==> config.mk <==
export PLATFORM = sky130hd
export DESIGN_NAME = rf_writeback_arbiter
export DESIGN_NICKNAME = d
export VERILOG_FILES = /design/src/rtl/rf_wb_pkg.sv /design/src/rtl/rf_wb_slot.sv /design/src/rtl/rf_writeback_arbiter.sv
export SDC_FILE = /design/constraint.sdc
export NUM_CORES = 1
export LEC_CHECK = 0
export BUFFER_PORTS_ARGS = -buffer_cell sky130_fd_sc_hd__clkbuf_2
export CORE_ASPECT_RATIO = 1.5
export CORE_UTILIZATION = 55
export CTS_BUF_LIST = sky130_fd_sc_hd__clkbuf_16
export DETAILED_ROUTE_END_ITERATION = 8
export GPL_TIMING_DRIVEN = 0
export PLACE_DENSITY = 0.79
export SETUP_SLACK_MARGIN = 0.15
export SYNTH_ARGS = -nofsm -noshare
export SYNTH_HDL_FRONTEND = slang
export SYNTH_HIERARCHICAL = 1
export SYNTH_SLANG_ARGS = --single-unit
==> constraint.sdc <==
create_clock -name clk -period 5.1 [get_ports clk]
set_input_delay 1.02 -clock clk [delete_from_list [all_inputs] [get_ports clk]]
set_output_delay 1.02 -clock clk [all_outputs]
set_load 0.01 [all_outputs]
==> src/rtl/rf_wb_pkg.sv <==
// ----------------------------------------------------------------------------
// rf_wb_pkg
// Shared definitions for the register-file writeback arbiter:
//   - default register index / data widths
//   - source index constants for the round-robin pointer
//   - the hardwired-zero register index
//   - slot_t: one holding-slot entry (valid, addr, data) at default widths
// ----------------------------------------------------------------------------
package rf_wb_pkg;

    localparam int RF_WB_ADDR_WIDTH = 5;
    localparam int RF_WB_DATA_WIDTH = 32;

    localparam logic SRC0 = 1'b0;
    localparam logic SRC1 = 1'b1;

    localparam int ZERO_REG = 0;

    typedef struct packed {
        logic                        valid;
        logic [RF_WB_ADDR_WIDTH-1:0] addr;
        logic [RF_WB_DATA_WIDTH-1:0] data;
    } slot_t;

endpackage

==> src/rtl/rf_wb_slot.sv <==
// ----------------------------------------------------------------------------
// rf_wb_slot
// Single-entry valid/ready holding register for one result producer.
// The slot accepts a new entry whenever it is empty or is being drained by
// the arbiter in the same cycle, so a streaming producer sees no bubble.
// Ports:
//   clk, rst_n           clock, synchronous active-low reset
//   in_valid/in_ready    producer handshake (in_ready is combinational)
//   in_addr/in_data      producer destination register and result
//   grant                arbiter drains the slot at the next edge
//   out_valid/addr/data  current slot contents
// ----------------------------------------------------------------------------
module rf_wb_slot
    import rf_wb_pkg::*;
#(
    parameter int ADDR_WIDTH = RF_WB_ADDR_WIDTH,
    parameter int DATA_WIDTH = RF_WB_DATA_WIDTH
) (
    input  logic                  clk,
    input  logic                  rst_n,
    input  logic                  in_valid,
    output logic                  in_ready,
    input  logic [ADDR_WIDTH-1:0] in_addr,
    input  logic [DATA_WIDTH-1:0] in_data,
    input  logic                  grant,
    output logic                  out_valid,
    output logic [ADDR_WIDTH-1:0] out_addr,
    output logic [DATA_WIDTH-1:0] out_data
);

    logic                  valid_r;
    logic [ADDR_WIDTH-1:0] addr_r;
    logic [DATA_WIDTH-1:0] data_r;

    // Room exists when empty or when the current entry leaves this cycle.
    assign in_ready  = rst_n & (~valid_r | grant);
    assign out_valid = valid_r;
    assign out_addr  = addr_r;
    assign out_data  = data_r;

    // Slot storage: load on handshake (takes priority over drain), clear on drain.
    always_ff @(posedge clk) begin
        if (!rst_n) begin
            valid_r <= 1'b0;
            addr_r  <= {ADDR_WIDTH{1'b0}};
            data_r  <= {DATA_WIDTH{1'b0}};
        end else if (in_valid && in_ready) begin
            valid_r <= 1'b1;
            addr_r  <= in_addr;
            data_r  <= in_data;
        end else if (grant) begin
            valid_r <= 1'b0;
        end else begin
            valid_r <= valid_r;
        end
    end

endmodule

==> src/rtl/rf_writeback_arbiter.sv <==
// ----------------------------------------------------------------------------
// rf_writeback_arbiter
// Write-side front end of the integer register file. Two result producers
// (src0 = ALU, src1 = LSU) each feed a one-entry holding slot; a round-robin
// arbiter drains one slot per cycle into the registered write port. A busy
// scoreboard tracks destinations allocated at issue and not yet written.
// Register 0 is never written and never busy.
// Ports:
//   clk, rst_n                 clock, synchronous active-low reset
//   alloc_valid/alloc_addr     mark a destination as pending writeback
//   s0_* / s1_*                producer valid/ready/addr/data
//   waddr/wdata/wen            registered register-file write port
//   qaddr1/qbusy1, qaddr2/qbusy2  combinational scoreboard queries
// ----------------------------------------------------------------------------
module rf_writeback_arbiter
    import rf_wb_pkg::*;
#(
    parameter int ADDR_WIDTH = RF_WB_ADDR_WIDTH,
    parameter int DATA_WIDTH = RF_WB_DATA_WIDTH
) (
    input  logic                  clk,
    input  logic                  rst_n,
    input  logic                  alloc_valid,
    input  logic [ADDR_WIDTH-1:0] alloc_addr,
    input  logic                  s0_valid,
    output logic                  s0_ready,
    input  logic [ADDR_WIDTH-1:0] s0_addr,
    input  logic [DATA_WIDTH-1:0] s0_data,
    input  logic                  s1_valid,
    output logic                  s1_ready,
    input  logic [ADDR_WIDTH-1:0] s1_addr,
    input  logic [DATA_WIDTH-1:0] s1_data,
    output logic [ADDR_WIDTH-1:0] waddr,
    output logic [DATA_WIDTH-1:0] wdata,
    output logic                  wen,
    input  logic [ADDR_WIDTH-1:0] qaddr1,
    output logic                  qbusy1,
    input  logic [ADDR_WIDTH-1:0] qaddr2,
    output logic                  qbusy2
);

    localparam int                    NUM_REGS  = 2 ** ADDR_WIDTH;
    localparam logic [ADDR_WIDTH-1:0] ZERO_ADDR = ADDR_WIDTH'(ZERO_REG);
    localparam logic [NUM_REGS-1:0]   ONE_HOT0  = {{(NUM_REGS-1){1'b0}}, 1'b1};

    logic                  slot0_valid_s, slot1_valid_s;
    logic [ADDR_WIDTH-1:0] slot0_addr_s,  slot1_addr_s;
    logic [DATA_WIDTH-1:0] slot0_data_s,  slot1_data_s;

    logic                  grant0_s, grant1_s, grant_any_s;
    logic [ADDR_WIDTH-1:0] grant_addr_s;
    logic [DATA_WIDTH-1:0] grant_data_s;
    logic                  grant_writes_s;

    logic                  ptr_r;
    logic [ADDR_WIDTH-1:0] waddr_r;
    logic [DATA_WIDTH-1:0] wdata_r;
    logic                  wen_r;

    logic [NUM_REGS-1:0]   busy_r;
    logic [NUM_REGS-1:0]   busy_set_s, busy_clr_s, busy_next_s;

    rf_wb_slot #(
        .ADDR_WIDTH (ADDR_WIDTH),
        .DATA_WIDTH (DATA_WIDTH)
    ) u_slot0 (
        .clk       (clk),
        .rst_n     (rst_n),
        .in_valid  (s0_valid),
        .in_ready  (s0_ready),
        .in_addr   (s0_addr),
        .in_data   (s0_data),
        .grant     (grant0_s),
        .out_valid (slot0_valid_s),
        .out_addr  (slot0_addr_s),
        .out_data  (slot0_data_s)
    );

    rf_wb_slot #(
        .ADDR_WIDTH (ADDR_WIDTH),
        .DATA_WIDTH (DATA_WIDTH)
    ) u_slot1 (
        .clk       (clk),
        .rst_n     (rst_n),
        .in_valid  (s1_valid),
        .in_ready  (s1_ready),
        .in_addr   (s1_addr),
        .in_data   (s1_data),
        .grant     (grant1_s),
        .out_valid (slot1_valid_s),
        .out_addr  (slot1_addr_s),
        .out_data  (slot1_data_s)
    );

    // Round-robin grant among full slots; the pointer only breaks ties.
    always_comb begin
        grant0_s = 1'b0;
        grant1_s = 1'b0;
        case ({slot1_valid_s, slot0_valid_s})
            2'b01: grant0_s = 1'b1;
            2'b10: grant1_s = 1'b1;
            2'b11: begin
                if (ptr_r == SRC0) begin
                    grant0_s = 1'b1;
                end else begin
                    grant1_s = 1'b1;
                end
            end
            default: begin
                grant0_s = 1'b0;
                grant1_s = 1'b0;
            end
        endcase
    end

    // Mux the granted slot onto the write path.
    always_comb begin
        grant_any_s = grant0_s | grant1_s;
        if (grant1_s) begin
            grant_addr_s = slot1_addr_s;
            grant_data_s = slot1_data_s;
        end else begin
            grant_addr_s = slot0_addr_s;
            grant_data_s = slot0_data_s;
        end
    end

    // A drained entry for register 0 is consumed without a write.
    assign grant_writes_s = grant_any_s & (grant_addr_s != ZERO_ADDR);

    // Pointer moves to the source that did not win, for lone grants too.
    always_ff @(posedge clk) begin
        if (!rst_n) begin
            ptr_r <= SRC0;
        end else if (grant0_s) begin
            ptr_r <= SRC1;
        end else if (grant1_s) begin
            ptr_r <= SRC0;
        end else begin
            ptr_r <= ptr_r;
        end
    end

    // Registered write port; address/data hold between writes.
    always_ff @(posedge clk) begin
        if (!rst_n) begin
            wen_r   <= 1'b0;
            waddr_r <= {ADDR_WIDTH{1'b0}};
            wdata_r <= {DATA_WIDTH{1'b0}};
        end else if (grant_writes_s) begin
            wen_r   <= 1'b1;
            waddr_r <= grant_addr_s;
            wdata_r <= grant_data_s;
        end else begin
            wen_r   <= 1'b0;
        end
    end

    assign wen   = wen_r;
    assign waddr = waddr_r;
    assign wdata = wdata_r;

    // Clear is applied before set so a fresh allocation survives a
    // same-edge writeback of the previous producer. Bit 0 is forced low.
    assign busy_clr_s  = grant_writes_s ? (ONE_HOT0 << grant_addr_s) : {NUM_REGS{1'b0}};
    assign busy_set_s  = (alloc_valid && (alloc_addr != ZERO_ADDR))
                         ? (ONE_HOT0 << alloc_addr) : {NUM_REGS{1'b0}};
    assign busy_next_s = ((busy_r & ~busy_clr_s) | busy_set_s) & ~ONE_HOT0;

    // Pending-writeback scoreboard.
    always_ff @(posedge clk) begin
        if (!rst_n) begin
            busy_r <= {NUM_REGS{1'b0}};
        end else begin
            busy_r <= busy_next_s;
        end
    end

    // Queries see pre-edge state, so an in-flight write still reads busy.
    assign qbusy1 = (qaddr1 != ZERO_ADDR) & busy_r[qaddr1];
    assign qbusy2 = (qaddr2 != ZERO_ADDR) & busy_r[qaddr2];

endmodule

==> results.yml <==
global_route:
  overflow: 0
  antenna_found_initial: 0
  grt_pass1_wl_mm: 30.55
  grt_use_total_pct: 29.77
  grt_pass1_vias: 6345
  grt_max_degree: 17
drt:
  wl_per_cell_um: 17.74
  routed_wl_mm: 19.58
  drt-initial-drc-count: 369
  viasPerCell: 5.789
  wl_met1_mm: 7.263
  drt.antenna.violating_nets: 0
  wl_met2_mm: 10.31
  dr.pass1.iters: 5
  drcViolationCount: 0
  dr.max_layer_used: "met4"
  vias: 6391
  wl_met3_mm: 1.114
finish:
  syn_to_final_growth_pct: 19.45
  fin_area_mm2: 0.008591
  fin_nets: 1029
  n_fill_cell: 1020
  antenna_cells: 0
  drive_gt1_share_pct: 26.79
sta:
  rsz0062_at_grt: "false"
  setup_viol: 0
  fin_ws_ns: 1.522
  fin_skew_ns: 0.006669
  tightestPinTransition_ns: 0.9258
  hold_violations: 0
  setup_tns_ns: 0
  maxSlewHeadroom_pct: 36.52
  fmax_ghz: 0.2795
  final.period_utilization_pct: 70.16
  fin_crit_ns: 3.578
  report.final.slew_viol_count: 0
  holdWs_ns: 0.4571
critical_path:
  cp-start-kind: "primary input"
  path_delay_family: "multiplexers"
  cp_cell_sequence: "buf_2 > mux4_2 > mux2i_1 > a2111oi_0 > a311o_1 > clkbuf_2"
  cp_slowest_cell: "mux4_2"
  critPathBufInv: 2
  worst-path-max-fanout: 9
  cp_data_arrival_time_ns: 2.56
  required_ns: 4.08
  max_stage_delay_ns: 0.53
  setup.worst_path.class: "in -> out"
  end_kind: "output pin"
clocking:
  ctsHoldBuffers: 0
  cts_setup_buffers: 0
  cts_buffer_depth: 2
  root_buffer: "clkbuf_16"
  cts_tree: "yes"
  post_cts_resized: 0
  cts_sinks: 146
  clk_latency_ns: 0.42
  numCtsBuffers: 17
  cts_max_level: 4
  cts.reportedPaths.clkPinSlew_ns: 0.06
pwr:
  power_uw: 3035
  internal_power_uw: 2169
  p_seq_share_pct: 42.5
  p_switching_uw: 865.7
  pwr_density_cell_mw_per_mm2: 353.3
  comb_power_share_pct: 17.9
  power_frac_clock_pct: 39.6
  ir_drop_mv: 0.2617
  power_leakage_uw: 0.003466
  swShare_pct: 28.52
floorplanning:
  die_w_um: 95.37
  ios: 136
  rows: 50
  die_h_um: 142.1
  core_area_mm2: 0.01264
  die_area_mm2: 0.01355
  initial_core_util_pct: 56.91
yosys:
  async_flop_share_pct: 0
  ys_ff_latch: 146
  ys_warn_count: 6
  synthFlopType: "dfxtp_1"
  synthTopCellsByCount: "nand2_1, dfxtp_1, mux2i_1, nor2_1, a311oi_2"
  synth-edff-count: 0
  syn_nets: 883
  synth_area_mm2: 0.007192
  avgSynthCellArea_um2: 9.115
  ys_top_cells_by_area: "dfxtp_1, nand2_1, mux2i_1, a311oi_2, mux4_2"
  ys_seq_area_share_pct: 40.64
  synth_largest_area_cell: "dfxtp_1"
  synth.most_common_cell: "nand2_1"
  postSynthCellCount: 789
  post-synth-top-area-fraction_pct: 40.64
  ys_types: 56
outcome:
  status: "finished clean"
worst_hold_path:
  hold_class: "reg -> reg"
placed_design:
  post-place-ws_ns: 1.495
  hpwlAfterDp_mm: 14.43
  place_congestion: 0.8930
  place_area_mm2: 0.008023
  io_buffer_count: 127
run:
  max_cap_viol_count: 0
flip-flops by register name (all words and copies together), names as in the netlist:
name and cells:
u_slot0/out_data 32, u_slot1/out_data 32, wdata 32, busy_r 31
u_slot0/out_addr 5, u_slot1/out_addr 5, waddr 5, ptr_r 1
u_slot0/out_valid 1, u_slot1/out_valid 1, wen 1
cell usage in the layout, fill, tap and decap left out, types with 3 or more instances in the layout:
cell type	instances
dfxtp_1	146
clkbuf_16	17
inv_1	6
clkbuf_2	127
o21ai_0	11
clkinvlp_4	4
nor2_1	59
nor3b_1	7
and3b_1	3
buf_2	13
a21oi_1	29
mux2_2	4
clkinv_1	4
mux4_2	14
buf_6	4
nand3_1	3
clkbuf_1	32
a311oi_1	11
nor2b_1	8
nand3b_1	4
nand2_1	242
a311oi_2	33
clkinv_2	3
o41ai_1	8
buf_12	8
o22ai_1	4
nor4_1	6
mux2i_1	84
through the flow:
step,cells,utilization [%]
global placement,1072,63.49
finish,1104,67.98
detailed placement,1072,63.49
CTS,1104,67.98
global route,1104,67.98
floorplan,789,-
kinds of logic after synthesis:
logic type             share of synthesized area (%)
DFF                                            40.64
AOI/OAI and AO/OA                              15.15
muxes                                          17.24
and+or+nand+nor                                20.86
buffers and inverters                          6.106
final cells by class:
type / instances / area (µm²) / area share, %
Timing Repair Buffer: 127 / 635.6 / 7.399
Clock inverter: 15 / 142.6 / 1.660
Inverter: 7 / 26.28 / 0.3059
Buffer: 61 / 412.9 / 4.806
Multi-Input combinational cell: 575 / 3830 / 44.58
Tap cell: 156 / 195.2 / 2.272
Sequential cell: 146 / 2923 / 34.02
Clock buffer: 17 / 425.4 / 4.952
layer usage:
| metal | GRT usage (%) | vias up |
|---|---|---|
| met5 | 0 | - |
| met3 | 7.212 | 58 |
| li1 | - | 3054 |
| met4 | 17.07 | 0 |
| met1 | 30.59 | 3037 |
| met2 | 53.53 | 242 |
worst min-delay path, delay by kind of cell, from the launching register on:
| kind | cells | cell delay (ns) |
|---|---|---|
| and+or+nand+nor | 1 | 0.05 |
| muxes | 1 | 0.05 |
| DFF | 1 | 0.31 |
path summary, 6_finish.rpt:
kind	startpoint	to	slack [ns]	cells after the start
worst min-delay path	u_slot1/out_data[31]	u_slot1/out_data[31]	0.46	2
worst min register to register	u_slot1/out_data[31]	u_slot1/out_data[31]	0.46	2
worst max-delay path	qaddr2[0]	qbusy2	1.52	6
worst max register to register	u_slot1/out_valid	u_slot1/out_data[4]	2.65	9
power by group through the flow:
stage / Clock (µW) / Sequential [µW] / Combinational, µW
5_1_grt: 1260 / 1300 / 586
4_1_cts: 1210 / 1290 / 542
3_3_place_gp: 0 / 1310 / 522
3_5_place_dp: 0 / 1310 / 536
2_1_floorplan: 0 / 1320 / 350
6_report: 1200 / 1290 / 542
(Power assumes the default switching activity.)
